===== config.mk =====
export PLATFORM = sky130hd
export DESIGN_NAME = uart_tx_arbiter
export DESIGN_NICKNAME = d
export VERILOG_FILES = /design/src/rtl/uart_tx_arbiter.sv
export SDC_FILE = /design/constraint.sdc
export NUM_CORES = 1
export LEC_CHECK = 0
export CORE_MARGIN = 1
export CORE_UTILIZATION = 30
export CTS_CLUSTER_DIAMETER = 60
export DETAILED_ROUTE_END_ITERATION = 16
export GPL_ROUTABILITY_DRIVEN = 1
export GPL_TIMING_DRIVEN = 0
export PLACE_DENSITY = 0.59
export SETUP_SLACK_MARGIN = 0.5
export SLEW_MARGIN = 20
export SYNTH_ARGS = -nofsm -noshare
export SYNTH_HDL_FRONTEND = slang
export SYNTH_SLANG_ARGS = --single-unit

===== constraint.sdc =====
create_clock -name clk -period 3.15 [get_ports clk]
set_clock_uncertainty 0.05 [all_clocks]
set_input_delay 0.63 -clock clk [delete_from_list [all_inputs] [get_ports clk]]
set_output_delay 0.63 -clock clk [all_outputs]
set_load 0.005 [all_outputs]

===== src/rtl/uart_tx_arbiter.sv =====
// Round-robin arbiter sharing one uart_tx between NUM_REQ byte producers,
// with frame locking, a start (busy) watchdog and a stalled-owner (hold) watchdog.
module uart_tx_arbiter #(
  parameter int NUM_REQ      = 4,
  parameter int BUSY_TIMEOUT = 64,
  parameter int HOLD_TIMEOUT = 1000000
) (
  input  logic                 clk,
  input  logic                 rst,
  input  logic [NUM_REQ-1:0]   req_valid,
  input  logic [8*NUM_REQ-1:0] req_data,
  input  logic [NUM_REQ-1:0]   req_last,
  output logic [NUM_REQ-1:0]   req_ready,
  output logic [NUM_REQ-1:0]   grant,
  output logic [7:0]           tx_byte,
  output logic                 tx_en,
  input  logic                 tx_ready,
  output logic                 err_busy_to,
  output logic                 err_hold_to,
  output logic [1:0]           dbg_state
);

  localparam int IW  = (NUM_REQ > 1) ? $clog2(NUM_REQ) : 1;
  localparam int BCW = $clog2(BUSY_TIMEOUT + 1);
  localparam int HCW = $clog2(HOLD_TIMEOUT + 1);

  typedef enum logic [1:0] {
    S_IDLE      = 2'd0,
    S_WAIT_BUSY = 2'd1,
    S_WAIT_DONE = 2'd2,
    S_HOLD      = 2'd3
  } state_t;

  state_t           r_state;
  logic [IW-1:0]    r_rr_ptr;
  logic [IW-1:0]    r_owner;
  logic             r_locked;
  logic [BCW-1:0]   r_busy_cnt;
  logic [HCW-1:0]   r_hold_cnt;

  logic             w_any;
  logic [IW-1:0]    w_winner;
  logic [IW-1:0]    w_scan;
  logic             w_idle_fire;
  logic             w_hold_fire;
  logic             w_fire;
  logic [IW-1:0]    w_sel;
  logic [7:0]       w_sel_byte;
  logic             w_sel_last;

  function automatic logic [IW-1:0] wrap_inc(input logic [IW-1:0] v);
    return (v == IW'(NUM_REQ - 1)) ? '0 : v + 1'b1;
  endfunction

  // First valid requester at or above rr_ptr, wrapping.
  always_comb begin
    w_any    = 1'b0;
    w_winner = '0;
    w_scan   = r_rr_ptr;
    for (int k = 0; k < NUM_REQ; k++) begin
      if (!w_any && req_valid[w_scan]) begin
        w_any    = 1'b1;
        w_winner = w_scan;
      end
      w_scan = wrap_inc(w_scan);
    end
  end

  // Handshake: a byte moves on a clock edge where req_valid[i] && req_ready[i];
  // req_ready is only offered while the uart is idle, to the RR winner in IDLE
  // or to the locked owner in HOLD.
  assign w_idle_fire = (r_state == S_IDLE) && tx_ready && w_any;
  assign w_hold_fire = (r_state == S_HOLD) && tx_ready && req_valid[r_owner];
  assign w_fire      = w_idle_fire || w_hold_fire;
  assign w_sel       = (r_state == S_IDLE) ? w_winner : r_owner;

  always_comb begin
    req_ready  = '0;
    w_sel_byte = '0;
    w_sel_last = 1'b0;
    if (w_fire) req_ready[w_sel] = 1'b1;
    for (int i = 0; i < NUM_REQ; i++) begin
      if (w_sel == IW'(i)) begin
        w_sel_byte = req_data[8*i +: 8];
        w_sel_last = req_last[i];
      end
    end
  end

  always_ff @(posedge clk) begin
    if (rst) begin
      r_state     <= S_IDLE;
      r_rr_ptr    <= '0;
      r_owner     <= '0;
      r_locked    <= 1'b0;
      r_busy_cnt  <= '0;
      r_hold_cnt  <= '0;
      grant       <= '0;
      tx_byte     <= '0;
      tx_en       <= 1'b0;
      err_busy_to <= 1'b0;
      err_hold_to <= 1'b0;
    end else begin
      err_busy_to <= 1'b0;
      err_hold_to <= 1'b0;
      case (r_state)
        S_IDLE, S_HOLD: begin
          if (w_fire) begin
            tx_byte    <= w_sel_byte;
            tx_en      <= 1'b1;
            grant      <= NUM_REQ'(1) << w_sel;
            r_owner    <= w_sel;
            r_locked   <= !w_sel_last;
            r_busy_cnt <= '0;
            r_hold_cnt <= '0;
            r_state    <= S_WAIT_BUSY;
          end else if (r_state == S_HOLD) begin
            // Only cycles with the owner's valid low count toward the stall limit.
            if (req_valid[r_owner]) begin
              r_hold_cnt <= '0;
            end else if (r_hold_cnt == HCW'(HOLD_TIMEOUT - 1)) begin
              err_hold_to <= 1'b1;
              grant       <= '0;
              r_locked    <= 1'b0;
              r_rr_ptr    <= wrap_inc(r_owner);
              r_hold_cnt  <= '0;
              r_state     <= S_IDLE;
            end else begin
              r_hold_cnt <= r_hold_cnt + 1'b1;
            end
          end
        end
        S_WAIT_BUSY: begin
          if (!tx_ready) begin
            tx_en   <= 1'b0;
            r_state <= S_WAIT_DONE;
          end else if (r_busy_cnt == BCW'(BUSY_TIMEOUT - 1)) begin
            tx_en       <= 1'b0;
            err_busy_to <= 1'b1;
            r_locked    <= 1'b0;
            r_state     <= S_WAIT_DONE;
          end else begin
            r_busy_cnt <= r_busy_cnt + 1'b1;
          end
        end
        S_WAIT_DONE: begin
          if (tx_ready) begin
            if (r_locked) begin
              r_hold_cnt <= '0;
              r_state    <= S_HOLD;
            end else begin
              grant    <= '0;
              r_rr_ptr <= wrap_inc(r_owner);
              r_state  <= S_IDLE;
            end
          end
        end
        default: r_state <= S_IDLE;
      endcase
    end
  end

  assign dbg_state = r_state;

endmodule


==> impl_metrics.py <==
metrics = {
    "routing": {
        "wirelength_mm": 10.9,
        "drt-initial-drc-count": 146,
        "drc": 0,
        "wire_per_inst_um": 17.0,
        "via_count": 3531,
        "drt_first_pass_iters": 6,
        "avgViaCountPerCell": 5.48,
        "ant_nets": 0,
    },
    "worst_setup_path": {
        "start_kind": "register",
        "crit_slowest_cell": "or4b_4",
        "max_stage_delay_ps": 530,
        "cp_top_family": "simple AND/OR/NAND/NOR gates",
        "required_ps": 2470,
        "cp.buffers_inverters": 4,
        "crit_arrival_ps": 2520,
        "crit_chain": "buf_8 > buf_12 > mux2i_4 > or4b_4 > o31a_1 > o31ai_4 > a21oi_2 > clkbuf_8 > nor2_4 > buf_2",
        "crit_type": "register to output pin",
        "crit_path_end_kind": "output pin",
        "crit_fanout": 6,
    },
    "clock_tree": {
        "cts_root_buffer": "clkbuf_8",
        "clockBufferDepth": 2,
        "cts_buffers": 5,
        "htree_levels": 2,
        "clkLatencyLatePin_ps": 320,
        "cts.sinks": 49,
        "cts_hold_buf": 0,
        "cts_tree": "done",
        "clkSlewWorstSetupHoldPaths_ps": 100,
    },
    "placement": {
        "portBuffers": 60,
        "place.gp.congestion": 0.835,
        "dp_hpwl_mm": 6.79,
        "dp.cells": 581,
    },
    "synthesis": {
        "synthesis.area_um2": 3260,
        "synth.avg_cell_area_um2": 8.47,
        "ys_seq_area_share_pct": 30.1,
        "synth_edf_count": 0,
        "yosys_register_bits": 49,
        "synth_flop_cell": "dfxtp_1",
        "ys_warn_count": 0,
        "syn_nets": 436,
        "ys_types": 69,
        "async_reset_ff_share_pct": 0,
        "syn_inst": 385,
    },
    "sta": {
        "setup_violations": 4,
        "tightest_slew_ps": 949,
        "setup_slack_ps": -50.1,
        "max_freq_ghz": 0.312,
        "hold_violations": 0,
        "slew_violations": 0,
        "post-route-period-util_pct": 102,
        "relSlewSlack_pct": 36.1,
        "rsz0062_at_grt": "true",
        "finalCriticalPeriod_ps": 3200,
    },
    "die": {
        "start_util_pct": 31.3,
        "design.die.area_um2": 11300,
        "rows": 37,
        "core_area_um2": 10400,
        "fp.dieH_um": 106,
        "dieWidth_um": 106,
        "ios": 64,
    },
    "grt": {
        "grt_max_degree": 17,
        "overflow": 0,
        "busiest_layer": "met2",
        "use_met3_pct": 3.92,
        "first_global_vias": 3427,
        "grt_pass1_wl_mm": 16.7,
        "antenna_found_initial": 0,
        "track_usage_pct": 18.4,
        "grt_util_met1_pct": 23.7,
        "grt.met2_usage_pct": 30.2,
    },
    "power": {
        "ir_worst_vdd_mv": 0.330,
        "pwr_density_cell_nw_per_um2": 717,
        "leakage_nw": 1.85,
    },
    "hold_path": {
        "hp-class": "register to register",
    },
    "finish": {
        "final_common_cell": "clkdlybuf4s50_1",
        "final_cell_mix": "clkdlybuf4s50_1, dfxtp_1, buf_6",
        "layoutNonFillerInstCount": 644,
        "drive_gt1_share_pct": 40.2,
        "syn2layout_area_growth_pct": 68.5,
        "fin_util_pct": 52.8,
        "nets": 558,
        "n_antenna_cell": 0,
    },
    "status": {
        "violations": "setup timing",
        "outcome": "finished with violations",
    },
    "run": {
        "cap_viol_max_count": 0,
    },
}
## area by class of cell
cell class | count | area [um2]
fill | 925 | 4920
inverter | 14 | 52.6
sequential | 49 | 986
clock inverter | 2 | 16.3
multi-input combinational | 298 | 2820
tap | 136 | 170
timing repair buffer | 114 | 1140
buffer | 25 | 221
clock buffer | 6 | 82.6
## metrics by stage
step | worst slack, ps | setup TNS, ps | hold WS [ps] | total power [mW] | instance area (um2)
finish | -50.1 | -178 | 420 | 3.94 | 5500
global route | -122 | -470 | 430 | 4.15 | 5500
global placement | -1070 | -13390 | 386 | 2.36 | 4160
CTS | -92.7 | -290 | 421 | 3.41 | 4980
floorplan | 271 | 0 | 378 | 1.87 | 3390
detailed placement | -1110 | -16780 | 391 | 2.37 | 4160
## cells by family after synthesis
group / count (synthesis) / synth area share (%)
adder cells (fa/ha/maj): 8 / 3.07
buffers and inverters: 39 / 5.22
flip-flops: 49 / 30.1
XOR/XNOR: 10 / 2.69
AND/OR/NAND/NOR: 125 / 21.5
multiplexers: 16 / 5.87
AO/OA/AOI/OAI: 138 / 31.5
## synth_stat cells, types with 3 or more instances
cell type | count | area (um2)
dfxtp_1 | 49 | 981
o21a_1 | 23 | 173
o31ai_1 | 7 | 52.6
a31oi_1 | 3 | 18.8
o21ai_1 | 5 | 25.0
nor3_1 | 9 | 45.0
and2_1 | 6 | 37.5
nor3b_1 | 3 | 22.5
a21oi_1 | 22 | 110
clkbuf_1 | 13 | 48.8
ha_1 | 8 | 100
o21ai_0 | 12 | 60.1
xnor2_1 | 3 | 26.3
nor2b_1 | 4 | 25.0
buf_2 | 10 | 50.1
or4_1 | 6 | 45.0
or3_1 | 10 | 62.6
nor2_1 | 27 | 101
mux2i_1 | 12 | 120
xor2_1 | 7 | 61.3
nand3_1 | 9 | 45.0
o32ai_1 | 12 | 105
nand2_1 | 27 | 101
a211oi_1 | 20 | 150
and3_1 | 3 | 18.8
o211ai_1 | 8 | 60.1
inv_1 | 13 | 48.8
## layer usage
layer / vias up / routed length (um)
li1: 1711 / -
met1: 1713 / 5010
met5: - / 0
met4: 0 / 236
met3: 15 / 521
met2: 92 / 5170
## path summary, 6_finish.rpt
check	endpoint	start	cells past startpoint	slack [ps]
max	req_ready[1]	r_rr_ptr[0]	10	-50
min	r_busy_cnt[6]	r_busy_cnt[6]	1	420
max reg2reg	r_hold_cnt[5]	r_rr_ptr[0]	16	100
min reg2reg	r_busy_cnt[6]	r_busy_cnt[6]	1	420
## flip-flops by register name (all words and copies together) (netlist names)
signal / cells
tx_byte: 8
r_rr_ptr: 2
grant: 4
r_owner: 2
r_hold_cnt: 20
err_hold_to: 1
r_locked: 1
dbg_state: 2
tx_en: 1
err_busy_to: 1
r_busy_cnt: 7
## timing repair
item | CTS | global route
setup buffers | 41 | 8
endpoints found under the setup margin | 50 | 51
cloned | 3 | 3
pin swaps | 51 | 44
gates resized for setup | 111 | 82
## where the power goes
part           internal [mW]  leakage [nW]  switching, mW
Clock                  0.181        0.0478          0.238
Combinational           1.35          1.40           1.36
Sequential             0.717         0.398         0.0961
No activity file was read; power rests on OpenSTA's default activity.
